## src/rtl/hazard_ctrl_unit.sv

```systemverilog
// Pipeline hazard controller: load-use interlock, MDU front-end stall, branch flush,
// plus a saturating count of front-end stall cycles.
module hazard_ctrl_unit #(
  parameter int REG_AW   = 5,
  parameter int LOAD_LAT = 1,
  parameter int MDU_LAT  = 4,
  parameter int CNT_W    = 16
) (
  input  logic              clk,
  input  logic              rst,
  input  logic              id_ex_mem_read,
  input  logic [REG_AW-1:0] id_ex_rt,
  input  logic [REG_AW-1:0] if_id_rs,
  input  logic [REG_AW-1:0] if_id_rt,
  input  logic              if_id_uses_rt,
  input  logic              mdu_start,
  input  logic              branch_taken,
  output logic              pc_en,
  output logic              if_id_en,
  output logic              id_ex_bubble,
  output logic              if_id_flush,
  output logic              busy,
  output logic [CNT_W-1:0]  stall_cycles
);

  localparam logic [1:0] IDLE       = 2'd0;
  localparam logic [1:0] LOAD_STALL = 2'd1;
  localparam logic [1:0] MDU_BUSY   = 2'd2;

  // Four bits so the down-counter can hold MDU_LAT-1 for MDU_LAT up to 15.
  localparam int CW = 4;

  logic [1:0]       state_q, state_d;
  logic [CW-1:0]    cnt_q, cnt_d;
  logic [CNT_W-1:0] stall_cycles_q, stall_cycles_d;
  logic             hazard;

  assign hazard = id_ex_mem_read && (id_ex_rt != '0) &&
                  ((id_ex_rt == if_id_rs) || (if_id_uses_rt && (id_ex_rt == if_id_rt)));

  always_comb begin
    state_d      = state_q;
    cnt_d        = cnt_q;
    pc_en        = 1'b1;
    if_id_en     = 1'b1;
    id_ex_bubble = 1'b0;
    if_id_flush  = 1'b0;
    // Outputs hold their idle values for the whole reset window, whatever the inputs.
    if (!rst) begin
      case (state_q)
        IDLE: begin
          if (branch_taken) begin
            if_id_flush  = 1'b1;
            id_ex_bubble = 1'b1;
          end else if (hazard) begin
            pc_en        = 1'b0;
            if_id_en     = 1'b0;
            id_ex_bubble = 1'b1;
            if (LOAD_LAT > 1) begin
              state_d = LOAD_STALL;
              cnt_d   = CW'(LOAD_LAT - 1);
            end
          end else if (mdu_start) begin
            state_d = MDU_BUSY;
            cnt_d   = CW'(MDU_LAT - 1);
          end
        end
        LOAD_STALL, MDU_BUSY: begin
          pc_en        = 1'b0;
          if_id_en     = 1'b0;
          id_ex_bubble = 1'b1;
          cnt_d        = cnt_q - 1'b1;
          if (cnt_q == CW'(1)) state_d = IDLE;
        end
        default: begin
          state_d = IDLE;
          cnt_d   = '0;
        end
      endcase
    end
  end

  always_comb begin
    stall_cycles_d = stall_cycles_q;
    if (!pc_en && (stall_cycles_q != '1)) stall_cycles_d = stall_cycles_q + 1'b1;
  end

  always_ff @(posedge clk or posedge rst) begin
    if (rst) begin
      state_q        <= IDLE;
      cnt_q          <= '0;
      stall_cycles_q <= '0;
    end else begin
      state_q        <= state_d;
      cnt_q          <= cnt_d;
      stall_cycles_q <= stall_cycles_d;
    end
  end

  assign busy         = (state_q != IDLE);
  assign stall_cycles = stall_cycles_q;

endmodule
```

## config.mk

```make
export PLATFORM = sky130hd
export DESIGN_NAME = hazard_ctrl_unit
export DESIGN_NICKNAME = d
export VERILOG_FILES = /design/src/rtl/hazard_ctrl_unit.sv
export SDC_FILE = /design/constraint.sdc
export NUM_CORES = 1
export LEC_CHECK = 0
export BUFFER_PORTS_ARGS = -buffer_cell sky130_fd_sc_hd__buf_2
export CAP_MARGIN = 15
export CORE_MARGIN = 3
export CORE_UTILIZATION = 53
export CTS_BUF_LIST = sky130_fd_sc_hd__clkbuf_8 sky130_fd_sc_hd__clkbuf_16
export DETAILED_ROUTE_END_ITERATION = 8
export PLACE_DENSITY = 0.84
export SETUP_SLACK_MARGIN = 0.15
export SYNTH_ARGS = -nofsm -noshare
export SYNTH_HDL_FRONTEND = slang
export SYNTH_SLANG_ARGS = --single-unit
```

## constraint.sdc

```tcl
create_clock -name clk -period 2.6 [get_ports clk]
set_input_delay 0.13 -clock clk [delete_from_list [all_inputs] [get_ports clk]]
set_output_delay 0.13 -clock clk [all_outputs]
set_load 0.05 [all_outputs]
```

==> metrics, run 1 <==
via count of the first global-routing pass=1052; Hold Crit Start=mdu_start; Via-to-Cell Ratio=5.50; relative slew slack=0.574; launch point of the worst reg-to-reg path=stall_cycles[6]; max-slew violations=0; PwrDens=849 nW/um2; setup violators final=0; die height=54.3 um; Setup TNS Final=0 ns; Data required, critical path=2.73 ns; share of layout cells above drive strength 1=0.300; clk_lat worst skew=0.25 ns; crit-path leading delay family=simple AND/OR/NAND/NOR gates; cts bufs inserted=3; Critical Path Stages=5; initial antenna violation count=0; Synth cell types=36; crit path max fanout=10; Rows=16; GRT Util Overall=0.196; total grt overflow=0; Routed met3 length=148 um; dpl hpwl=2110 um; clk sinks=21; Slowest cell on crit path=nor3_2; initial drt markers=13; CP bufs+invs=0; WHS=0.256 ns; # DRC=0; register area share after synthesis=0.425; n_diodes=0; #FFs+latches synth=21; die width=54.3 um; arrival time worst endpoint=2.20 ns; top routing layer in use=met4; VDD IR-drop max=0.761 mV; final hold vios=0; worst-path cell chain=and4_1 > nand4_1 > nor3_2 > nor2_2 > mux2_1; R2R cell count=5; Synth-to-Final Area Change=22.9%; clk_skew=0.00295 ns; initial core utilization=0.594; RSZ-0062 raised after global routing=no; Clk pin slew, worst setup/hold paths=0.07 ns; port buffer count=41; DRT Pass-1 Iters=4; Avg Inst Size Synth=9.89 um2; Ys Warns=0; Max stage delay on crit path=0.60 ns; f_max=0.483 GHz; reg-to-reg endpoint=stall_cycles[1]; Die ar.=2950 um2; WL per Instance=13.4 um; gpl congestion=0.806; Syn Nets=149; Placeable Area=2080 um2; Post-Syn Area=1240 um2; met2 WL=1350 um; maximum buffer depth of the clock tree=2; DRT met1 WL=1120 um; Worst setup SP type=flop; Final ANT Viol Nets=0; Worst-Margin Slew=0.636 ns; Hold WC Path Type=in2reg; first-pass GRT wire length=4170 um; largest net degree at the start of global routing=23; Post-Synthesis Cells=125; Max Cap Viol=0; clock root buffer master=clkbuf_8; Hold Crit Endpoint=state_q[1]; H-tree Lvls=1; R2R Setup Slk=0.53 ns; critical path class=reg2reg; Final #Nets=195; Setup Buffers After CTS=0; Pleak=0.000746 uW; CTS tree=done; Post-Route WL=2650 um; vias=1083; status=complete, no violations; Worst Hold Depth=5; fin crit period=2.07 ns; CP endpoint kind=flop; io pins=42; Tcrit/Tclk final=0.796
-- flip-flops by register name, summed over array words and instances, names as in the netlist --
register      flops
stall_cycles     16
cnt_q             4
state_q           1
-- cells by family after synthesis --
| family | share of synthesized area |
|---|---|
| adders and majority gates | 0.0304 |
| and+or+nand+nor | 0.246 |
| buffers and inverters | 0.0334 |
| muxes | 0.0273 |
| DFF | 0.425 |
| AOI/OAI and AO/OA | 0.0749 |
| xor gates and xnor gates | 0.163 |
-- worst register-to-register path, delay by kind of cell, from the launching register on --
family	cells	cell delay, ns
multiplexers	1	0.34
flip-flops	1	0.42
AND/OR/NAND/NOR	4	1.20
-- cells in the mapped netlist --
cell | n | share of area
buf_6 | 1 | 0.0091
a211oi_1 | 1 | 0.0061
nand2_1 | 12 | 0.036
nand3b_1 | 1 | 0.0061
buf_4 | 1 | 0.0061
o21a_1 | 1 | 0.0061
dfrtp_1 | 21 | 0.43
mux2_1 | 2 | 0.018
inv_1 | 6 | 0.018
and2_1 | 1 | 0.0051
a31oi_1 | 2 | 0.010
or2_2 | 1 | 0.0051
a31oi_4 | 1 | 0.017
a2bb2oi_1 | 1 | 0.0071
and4_1 | 1 | 0.0071
xnor2_1 | 11 | 0.078
mux2_2 | 1 | 0.0091
a21oi_1 | 2 | 0.0081
nand2b_1 | 2 | 0.010
xor2_1 | 12 | 0.085
or4_1 | 2 | 0.012
nor2_1 | 6 | 0.018
nand4_1 | 4 | 0.020
nor3_2 | 1 | 0.0081
nor2_2 | 1 | 0.0051
nand3_1 | 6 | 0.024
nor3b_1 | 2 | 0.012
nor4b_1 | 1 | 0.0071
or3_1 | 1 | 0.0051
nor3_1 | 7 | 0.028
ha_1 | 3 | 0.030
nor2b_1 | 1 | 0.0051
o211ai_1 | 1 | 0.0061
nor4_1 | 6 | 0.030
o21ai_1 | 1 | 0.0040
o22ai_2 | 1 | 0.010
-- final cells by class --
| cell class | count | area, um2 |
|---|---|---|
| clock buffer | 3 | 41.3 |
| multi-input combinational | 96 | 669 |
| fill | 155 | 563 |
| tap | 27 | 33.8 |
| sequential | 21 | 526 |
| inverter | 6 | 22.5 |
| clock inverter | 1 | 3.75 |
| timing repair buffer | 43 | 223 |
-- cell usage in the layout, fill, tap and decap left out, types with 3 or more instances in the layout --
cell type  netlist  final
buf_2            0     41
xnor2_1         11     11
nor2_1           6      6
nor4_1           6      6
nand2_1         12     12
xor2_1          12     12
nand3_1          6      6
inv_1            6      7
clkbuf_8         0      3
nand4_1          4      4
ha_1             3      3
dfrtp_1         21     21
nor3_1           7      7
-- worst max path at each step --
stage                                from          endpoint  slack, ns
after floorplan           stall_cycles[6]   stall_cycles[1]       0.43
after global placement        id_ex_rt[1]  stall_cycles[14]       0.63
after detailed placement      id_ex_rt[1]  stall_cycles[14]       0.56
after CTS                 stall_cycles[6]   stall_cycles[1]       0.54
after global routing      stall_cycles[1]   stall_cycles[1]       0.38
final                     stall_cycles[6]   stall_cycles[1]       0.53
-- metal layers --
metal,global-route usage,vias to the layer above
met5,0,-
met4,0.0871,0
met3,0.0409,6
met2,0.341,33
met1,0.231,509
li1,-,535
-- power by group --
part | internal [uW] | switching (uW)
Sequential | 415 | 96.9
Clock | 105 | 95.5
Combinational | 177 | 401
-- metrics by stage --
| stage | utilization | power (uW) | instances | setup WS [ns] | instance area, um2 |
|---|---|---|---|---|---|
| 4_1_cts | 0.730 | 1300 | 197 | 0.542 | 1520 |
| 5_1_grt | 0.730 | 1380 | 197 | 0.385 | 1520 |
| 6_report | 0.730 | 1290 | 197 | 0.531 | 1520 |
| 3_3_place_gp | 0.703 | 1070 | 192 | 0.628 | 1460 |
| 2_1_floorplan | - | 952 | 125 | 0.429 | 1240 |
| 3_5_place_dp | 0.703 | 1100 | 192 | 0.559 | 1460 |
-- timing repair --
item / 4_1_cts / 5_1_grt
endpoints found under the hold margin: 21 / 0
gates resized for setup: 0 / 0
hold buffers: 1 / 0
(Power assumes the default switching activity.)
==> inputs of run 2 (changes only) <==
--- a/config.mk
+++ b/config.mk
@@ -8,10 +8,10 @@
 export BUFFER_PORTS_ARGS = -buffer_cell sky130_fd_sc_hd__buf_2
 export CAP_MARGIN = 15
 export CORE_MARGIN = 3
-export CORE_UTILIZATION = 53
+export CORE_UTILIZATION = 49
 export CTS_BUF_LIST = sky130_fd_sc_hd__clkbuf_8 sky130_fd_sc_hd__clkbuf_16
 export DETAILED_ROUTE_END_ITERATION = 8
-export PLACE_DENSITY = 0.84
+export PLACE_DENSITY = 0.78
 export SETUP_SLACK_MARGIN = 0.15
 export SYNTH_ARGS = -nofsm -noshare
 export SYNTH_HDL_FRONTEND = slang
==> constraint.sdc (replaced) <==
create_clock -name clk -period 2.2 [get_ports clk]
set_input_delay 0.11 -clock clk [delete_from_list [all_inputs] [get_ports clk]]
set_output_delay 0.11 -clock clk [all_outputs]
set_load 0.05 [all_outputs]
==> run 2 against run 1 <==
Cell area up 1.7%. Critical path depth did not move. Core utilization shrank 5.7 points. Global-route usage fell by 1.8 points. Critical endpoint is now pc_en. Total power grew 19%. Sequential power increased by 18%. Wire length is 4.5% higher. Register-to-register slack worse by 0.20 ns.
==> metrics, run 2 (synthesis gave the netlist of run 1 again) <==
cts bufs inserted=3; maximum buffer depth of the clock tree=2; Placeable Area=2300 um2; Worst setup SP type=primary input; Worst-Margin Slew=0.485 ns; clk_lat worst skew=0.25 ns; fill count=179; crit path from=id_ex_rt[1]; fin crit period=1.94 ns; Psw=703 uW; Post-Route WL=2760 um; Via-to-Cell Ratio=5.35; CP endpoint kind=primary output; Synth-to-Final Area Change=25.0%; vias=1070; Final ANT Viol Nets=0; setup violators final=0; H-tree Lvls=1; Hold Crit Start=mdu_start; PostCTS Resize Cnt=0; clock root buffer master=clkbuf_8; Routed met3 length=101 um; DRT met1 WL=1170 um; f_max=0.515 GHz; VDD IR-drop max=0.807 mV; n_diodes=0; max FFs per register=16; Die ar.=3160 um2; relative slew slack=0.677; RSZ-0062 raised after global routing=no; Power Total=1530 uW; Max Cap Viol=0; critical path class=in2out; combinational power share=0.447; clk sinks=21; port buffer count=41; status=complete, no violations; die width=56.2 um; via count of the first global-routing pass=1073; DRT Pass-1 Iters=4; PwrDens=992 nW/um2; max-slew violations=0; io pins=42; crit path max fanout=18; initial core utilization=0.538; Pleak=0.000768 uW; largest net degree at the start of global routing=22; die height=56.2 um; sequential power share=0.395; final hold vios=0; clock group share of total power=0.157; Clk pin slew, worst setup/hold paths=0.07 ns; initial antenna violation count=0; arrival time worst endpoint=1.83 ns; Rows=17; share of layout cells above drive strength 1=0.326; Setup TNS Final=0 ns; Hold WC Path Type=in2reg; GRT Util Overall=0.178; Tcrit/Tclk final=0.883; clk_skew=0.000764 ns; met2 WL=1480 um; switching power share of the total=0.458; gpl congestion=0.746; dpl hpwl=2150 um; commonest cells after routing, fill and taps aside=buf_2 (41), dfrtp_1 (18), nand2_1 (12), xor2_1 (12), xnor2_1 (11); # DRC=0; first-pass GRT wire length=4610 um; commonest non-fill, non-tap cell in the layout=buf_2; Final #Nets=197; CTS tree=done; total grt overflow=0; WL per Instance=13.8 um; internal power=830 uW; Data required, critical path=2.09 ns; WHS=0.220 ns; top routing layer in use=met4; initial drt markers=24; launch point of the worst reg-to-reg path=stall_cycles[8]
==> run 2: cell types whose count changed in the layout (fill, tap and decap cells not counted) <==
cell | before | now
dfrtp_1 | 21 | 18
dfrtp_2 | 0 | 3
buf_4 | 1 | 3
nor3_4 | 0 | 1
nor3_2 | 1 | 0
==> run 2: path summary, 6_finish.rpt <==
kind / to / slack [ns] / cells past startpoint
worst max-delay path: pc_en / 0.26 / 5
min in group asynchronous: cnt_q[3] / 0.51 / 4
worst max register to register: stall_cycles[15] / 0.33 / 5
max in group asynchronous: stall_cycles[5] / 1.46 / 4
worst min-delay path: state_q[1] / 0.22 / 5
worst min register to register: stall_cycles[3] / 0.49 / 1
==> run 2: cell type report <==
class,count,area (um2),share of cell area
Clock buffer,3,41.3,0.0267
Clock inverter,1,3.75,0.00243
Inverter,6,22.5,0.0146
Multi-Input combinational cell,96,676,0.437
Sequential cell,21,529,0.343
Tap cell,28,35.0,0.0227
Timing Repair Buffer,45,238,0.154
==> run 2: worst max-delay path, stage by stage <==
cell	delay (ns)
buf_2	0.12
or4_1	0.54
o21a_1	0.25
a31oi_4	0.45
buf_2	0.36
==> run 2: through the flow <==
stage	util	setup slack [ns]	instance area, um2	cells
finish	0.673	0.257	1550	200
detailed placement	0.645	0.178	1480	194
floorplan	-	0.151	1250	125
global route	0.673	0.173	1550	200
global placement	0.645	0.225	1480	194
CTS	0.669	0.247	1540	199
==> run 2: timing repair <==
action | CTS | global route
endpoints found under the hold margin | 21 | 0
setup endpoints to repair | 0 | 1
setup buffers | 0 | 1
hold buffers | 1 | 0
==> run 2: routing by layer <==
metal,GRT usage,vias to the layer above
li1,-,534
met1,0.206,511
met2,0.337,21
met3,0.0278,4
met4,0.0407,0
met5,0,-
==> run 2: power by group through the flow <==
stage | Sequential, uW | Combinational [uW] | Clock [uW]
2_1_floorplan | 830 | 299 | 0
3_3_place_gp | 605 | 670 | 0
3_5_place_dp | 609 | 687 | 0
4_1_cts | 603 | 692 | 249
5_1_grt | 622 | 742 | 262
6_report | 606 | 686 | 241
